File: config.mk
export PLATFORM = sky130hd
export DESIGN_NAME = nfifo_rr_scheduler
export DESIGN_NICKNAME = d
export VERILOG_FILES = /design/src/rtl/nfifo_rr_scheduler.sv
export SDC_FILE = /design/constraint.sdc
export NUM_CORES = 1
export LEC_CHECK = 0
export CORE_MARGIN = 3
export CORE_UTILIZATION = 40
export DETAILED_ROUTE_END_ITERATION = 10
export PLACE_DENSITY = 0.77
export RECOVER_POWER = 25
export REMOVE_ABC_BUFFERS = 1
export SYNTH_ARGS = -nofsm -noshare
export SYNTH_HDL_FRONTEND = slang
export SYNTH_SLANG_ARGS = --single-unit
File: constraint.sdc
create_clock -name CLK -period 3.1 [get_ports CLK]
set_input_delay 0.62 -clock CLK [delete_from_list [all_inputs] [get_ports CLK]]
set_output_delay 0.62 -clock CLK [all_outputs]
set_load 0.03 [all_outputs]
File: src/rtl/nfifo_rr_scheduler.sv
// Read-side scheduler for mem2nfifo: round-robin burst grants over the per-flow
// FIFOs, with a 2-entry skid buffer that merges returned words into one tagged stream.
module nfifo_rr_scheduler #(
  parameter int DATA_WIDTH = 64,
  parameter int FLOWS      = 4,
  parameter int BURST      = 8,
  localparam int FLOW_WIDTH = $clog2(FLOWS)
) (
  input  logic                        CLK,
  input  logic                        RESET,
  input  logic [FLOWS-1:0]            FIFO_EMPTY,
  output logic [FLOWS-1:0]            FIFO_READ,
  input  logic [FLOWS*DATA_WIDTH-1:0] FIFO_DATA,
  input  logic [FLOWS-1:0]            FIFO_DATA_VLD,
  input  logic [FLOWS-1:0]            ENABLE,
  output logic [DATA_WIDTH-1:0]       TX_DATA,
  output logic [FLOW_WIDTH-1:0]       TX_FLOW,
  output logic                        TX_SRC_RDY,
  input  logic                        TX_DST_RDY,
  output logic                        IDLE
);

  localparam int CNT_W = $clog2(BURST + 1);

  typedef enum logic {IDLE_ST, BURST_ST} state_t;

  state_t                  state_q, state_d;
  logic [FLOW_WIDTH-1:0]   ptr_q, ptr_d;
  logic [FLOW_WIDTH-1:0]   grant_q, grant_d;
  logic [CNT_W-1:0]        cnt_q, cnt_d;
  logic                    infl_q, infl_d;
  logic [FLOW_WIDTH-1:0]   infl_flow_q, infl_flow_d;
  logic                    head_vld_q, head_vld_d;
  logic [DATA_WIDTH-1:0]   head_data_q, head_data_d;
  logic [FLOW_WIDTH-1:0]   head_flow_q, head_flow_d;
  logic                    tail_vld_q, tail_vld_d;
  logic [DATA_WIDTH-1:0]   tail_data_q, tail_data_d;
  logic [FLOW_WIDTH-1:0]   tail_flow_q, tail_flow_d;

  logic [FLOWS-1:0]        eligible;
  logic [DATA_WIDTH-1:0]   slice [FLOWS];
  logic [1:0]              occ;
  logic                    consume;
  logic                    credit;
  logic                    found;
  logic [FLOW_WIDTH-1:0]   next_flow;
  logic                    rd_en;
  logic [CNT_W-1:0]        cnt_inc;
  logic                    wr_en;
  logic [DATA_WIDTH-1:0]   wr_data;

  for (genvar i = 0; i < FLOWS; i++) begin : g_slice
    assign slice[i] = FIFO_DATA[(i+1)*DATA_WIDTH-1 : i*DATA_WIDTH];
  end

  assign eligible = ENABLE & ~FIFO_EMPTY;
  assign occ      = 2'(head_vld_q) + 2'(tail_vld_q);
  assign consume  = head_vld_q & TX_DST_RDY;
  // Counting the word leaving this cycle keeps full rate; this is a comb path from TX_DST_RDY.
  assign credit   = (3'(occ) + 3'(infl_q)) < (3'd2 + 3'(consume));
  assign cnt_inc  = cnt_q + CNT_W'(1);
  assign wr_en    = infl_q & FIFO_DATA_VLD[infl_flow_q];
  assign wr_data  = slice[infl_flow_q];

  always_comb begin : p_search
    logic [FLOW_WIDTH-1:0] idx;
    found     = 1'b0;
    next_flow = '0;
    idx       = '0;
    for (int k = 1; k <= FLOWS; k++) begin
      idx = ptr_q + FLOW_WIDTH'(k);
      if (!found && eligible[idx]) begin
        found     = 1'b1;
        next_flow = idx;
      end
    end
  end

  always_comb begin
    state_d = state_q;
    ptr_d   = ptr_q;
    grant_d = grant_q;
    cnt_d   = cnt_q;
    rd_en   = 1'b0;
    case (state_q)
      IDLE_ST: begin
        if (found) begin
          grant_d = next_flow;
          cnt_d   = '0;
          state_d = BURST_ST;
        end
      end
      BURST_ST: begin
        if (eligible[grant_q] && credit) begin
          rd_en = 1'b1;
          cnt_d = cnt_inc;
          if (cnt_inc == CNT_W'(BURST)) begin
            state_d = IDLE_ST;
            ptr_d   = grant_q;
          end
        end else if (!eligible[grant_q]) begin
          state_d = IDLE_ST;
          ptr_d   = grant_q;
        end
      end
      default: state_d = IDLE_ST;
    endcase
  end

  // A read in the reset cycle would pop a word that the reset then discards.
  assign FIFO_READ   = (rd_en && RESET) ? (FLOWS'(1) << grant_q) : '0;
  assign infl_d      = rd_en & RESET;
  assign infl_flow_d = grant_q;

  always_comb begin
    head_vld_d  = head_vld_q;
    head_data_d = head_data_q;
    head_flow_d = head_flow_q;
    tail_vld_d  = tail_vld_q;
    tail_data_d = tail_data_q;
    tail_flow_d = tail_flow_q;
    if (consume) begin
      if (tail_vld_q) begin
        head_data_d = tail_data_q;
        head_flow_d = tail_flow_q;
        if (wr_en) begin
          tail_data_d = wr_data;
          tail_flow_d = infl_flow_q;
        end else begin
          tail_vld_d = 1'b0;
        end
      end else if (wr_en) begin
        head_data_d = wr_data;
        head_flow_d = infl_flow_q;
      end else begin
        head_vld_d = 1'b0;
      end
    end else if (wr_en) begin
      if (!head_vld_q) begin
        head_vld_d  = 1'b1;
        head_data_d = wr_data;
        head_flow_d = infl_flow_q;
      end else begin
        tail_vld_d  = 1'b1;
        tail_data_d = wr_data;
        tail_flow_d = infl_flow_q;
      end
    end
  end

  always_ff @(posedge CLK) begin
    if (!RESET) begin
      state_q     <= IDLE_ST;
      ptr_q       <= '1;
      grant_q     <= '0;
      cnt_q       <= '0;
      infl_q      <= 1'b0;
      infl_flow_q <= '0;
      head_vld_q  <= 1'b0;
      head_data_q <= '0;
      head_flow_q <= '0;
      tail_vld_q  <= 1'b0;
      tail_data_q <= '0;
      tail_flow_q <= '0;
    end else begin
      state_q     <= state_d;
      ptr_q       <= ptr_d;
      grant_q     <= grant_d;
      cnt_q       <= cnt_d;
      infl_q      <= infl_d;
      infl_flow_q <= infl_flow_d;
      head_vld_q  <= head_vld_d;
      head_data_q <= head_data_d;
      head_flow_q <= head_flow_d;
      tail_vld_q  <= tail_vld_d;
      tail_data_q <= tail_data_d;
      tail_flow_q <= tail_flow_d;
    end
  end

  assign TX_DATA    = head_data_q;
  assign TX_FLOW    = head_flow_q;
  assign TX_SRC_RDY = head_vld_q;
  assign IDLE       = (state_q == IDLE_ST) && !infl_q && (occ == 2'd0);

endmodule
==> impl_metrics.yaml <==
outcome:
  status: "finished with violations"
  violations: "max-capacitance violations, max-slew violations"
pwr:
  vdd_drop_max_mv: 0.334
  p_comb_frac: 0.155
  clockPowerShare: 0.461
  intPower_uw: 3870
  p_per_area_nw_per_um2: 408
  p_seq_frac: 0.384
  p_leak_uw: 0.00511
  p_sw_uw: 1090
  fin_total_pwr_uw: 4960
  p_sw_frac: 0.220
synthesis:
  synthTopCellsByArea: "dfxtp_1 37%, mux4_2 19%, nand2_1 13%, o211a_1 8.5%, a21boi_1 4.2%"
  async_flop_share: 0
  syn-cell-area_um2: 7890
  yosysSeqAreaShare: 0.370
  dominantRegCellSynth: "dfxtp_1"
  yosysTopAreaCell: "dfxtp_1"
  synth_enable_flop_cells: 0
  ys_ff_latch: 146
  netlist-cell-type-count: 38
  yosysTopAreaCellShare: 0.370
  yosysWarnings: 0
  syn_avg_cell_area_um2: 9.37
  syn_inst: 842
detailed_routing:
  dr_total_vias: 7458
  dr.first_iter.drc_count: 391
  drcViolationCount: 0
  viasPerCell: 5.24
  dr.pass1.iters: 4
  routed_wl_um: 23800
  wire_per_inst_um: 16.7
  antenna_left: 0
min_path:
  min_from: "tail_data_q[49]$_SDFFE_PN0P_"
  hp-class: "register to register"
setup_path:
  timing.rr.start: "infl_flow_q[0]$_SDFF_PN0_"
  worstSetupPathType: "register to primary output"
  cp-start-kind: "register"
  crit_arrival_ns: 2.35
  worstPathMaxFanout: 5
  setup.worst_path.end_class: "primary output"
  critPathLaunch: "TX_SRC_RDY$_SDFFE_PN0P_"
  crit_required_ns: 2.48
finish:
  antenna_cells: 0
  final_nets: 1430
  final_util: 0.640
  n_fill_cell: 1584
  mostFrequentLayoutCell: "clkdlybuf4s50_1"
  syn_to_final_growth_pct: 54.2
  final_area_um2: 12200
  regArea_um2: 2930
  layout_common_cells: "314 x clkdlybuf4s50_1, 271 x nand2_1, 143 x dfxtp_1"
  layout-drive-gt1-share: 0.119
  multi_input_area_um2: 4620
floorplan:
  core_area_um2: 19000
  num_rows: 50
  pin_count: 343
  fp.dieW_um: 146
  start_util: 0.415
  die_y_um: 146
  die_area_um2: 21400
timing:
  fin_skew_ns: 0.00797
  rsz0062_at_grt: "no"
  fin_crit_sh: 0.958
  tightestPinTransition_ns: 2.28
  post-route-min-period_ns: 2.97
  setup_violations: 0
  relSlewSlack: -0.520
  holdWs_ns: 0.451
  hold_viol: 0
  slew_violations: 59
  fmax_mhz: 337
place:
  dp_hpwl_um: 17200
  dpl_cell_area_um2: 11400
  port-buffer-count: 342
  routabilityCongestion: 0.788
global_route:
  grt_max_degree: 91
  overflow: 0
  grt_pass1_vias: 7590
  antenna_found_initial: 0
  track_usage: 0.217
  grt_pass1_wl_um: 38200
cts:
  ctsHoldBuffers: 0
  clkTransAtPathRegs_ns: 0.06
  clock-sinks: 146
  cts_root_buf: "clkbuf_16"
  h-tree-depth: 4
  clk_latency_ns: 0.42
  cts_buffers: 17
  clock_path_buffers: 2
  cts_tree: "built"
job:
  max_cap_viol_count: 1
-- power by group through the flow --
stage          clock (µW)  sequential (µW)  combinational [µW]
3_3_place_gp            0             1950                 755
6_report             2290             1900                 770
4_1_cts              2330             1900                 772
5_1_grt              2400             1910                 826
3_5_place_dp            0             1940                 766
2_1_floorplan           0             1980                 284
-- sequential cells by signal, summed over array words and instances, names as in the netlist, 2 cells and up --
name         flops
TX_DATA         64
grant_q          2
tail_flow_q      2
ptr_q            2
infl_flow_q      2
tail_data_q     64
cnt_q            4
TX_FLOW          2
-- cells by family after synthesis --
family                   after synthesis  synth area share
buffers and inverters                 80            0.0519
adder cells (fa/ha/maj)                8            0.0136
flip-flops                           146             0.370
AND/OR/NAND/NOR                      375             0.198
multiplexers                          67             0.190
AO/OA/AOI/OAI                        166             0.176
-- layer usage --
| layer | vias to the layer above | wire length (µm) | track usage |
|---|---|---|---|
| li1 | 3625 | - | - |
| met1 | 3568 | 9320 | 0.245 |
| met2 | 241 | 12700 | 0.407 |
| met3 | 24 | 1490 | 0.0565 |
| met4 | 0 | 312 | 0.0546 |
| met5 | - | 0 | 0 |
-- worst max-delay path: stages (launching register included) --
cell	delay [ns]
dfxtp_1	0.33
inv_1	0.07
ha_1	0.30
ha_2	0.17
ha_1	0.17
nand2b_1	0.15
a21oi_2	0.13
nor2b_4	0.19
nand2_4	0.09
nor3_4	0.18
buf_6	0.15
-- cell type report --
| cell class | instances | share of cell area |
|---|---|---|
| Clock buffer | 20 | 0.0375 |
| Inverter | 6 | 0.00185 |
| Tap cell | 260 | 0.0267 |
| Sequential cell | 146 | 0.241 |
| Timing Repair Buffer | 364 | 0.296 |
| Multi-Input combinational cell | 616 | 0.380 |
| Clock inverter | 12 | 0.0168 |
-- what timing repair did --
action,CTS,global route
setup endpoints to repair,4,4
endpoints found under the hold margin,0,0
pin swaps,0,2
gates cloned,0,0
buffers inserted,0,1
gates resized for setup,7,7
-- final timing paths --
| path | to | slack, ns | cells past startpoint |
|---|---|---|---|
| setup / recovery | FIFO_READ[2] | 0.13 | 10 |
| hold / removal | tail_data_q[49]$_SDFFE_PN0P_ | 0.45 | 2 |
| setup reg to reg | TX_FLOW[1]$_SDFFE_PN0P_ | 0.73 | 9 |
| hold reg to reg | tail_data_q[49]$_SDFFE_PN0P_ | 0.45 | 2 |
-- synthesized netlist by cell type (7+ instances only) --
| cell | number |
|---|---|
| buf_6 | 9 |
| nand3_1 | 66 |
| nand2b_1 | 8 |
| mux4_2 | 66 |
| nand2_1 | 271 |
| o21ai_0 | 10 |
| nor2_1 | 10 |
| dfxtp_1 | 146 |
| o211a_1 | 67 |
| a21boi_0 | 25 |
| clkbuf_1 | 38 |
| ha_1 | 7 |
| a21boi_1 | 44 |
| buf_2 | 18 |
-- per-stage QoR --
stage	instances	setup slack [ns]	TNS, ns
finish	1424	0.130	0
global route	1424	0.00870	0
CTS	1423	0.00541	0
detailed placement	1391	0.0210	0
global placement	1391	0.115	0
floorplan	768	-2.90	-365.15
Note: power is estimated with default switching activity, not from simulation.
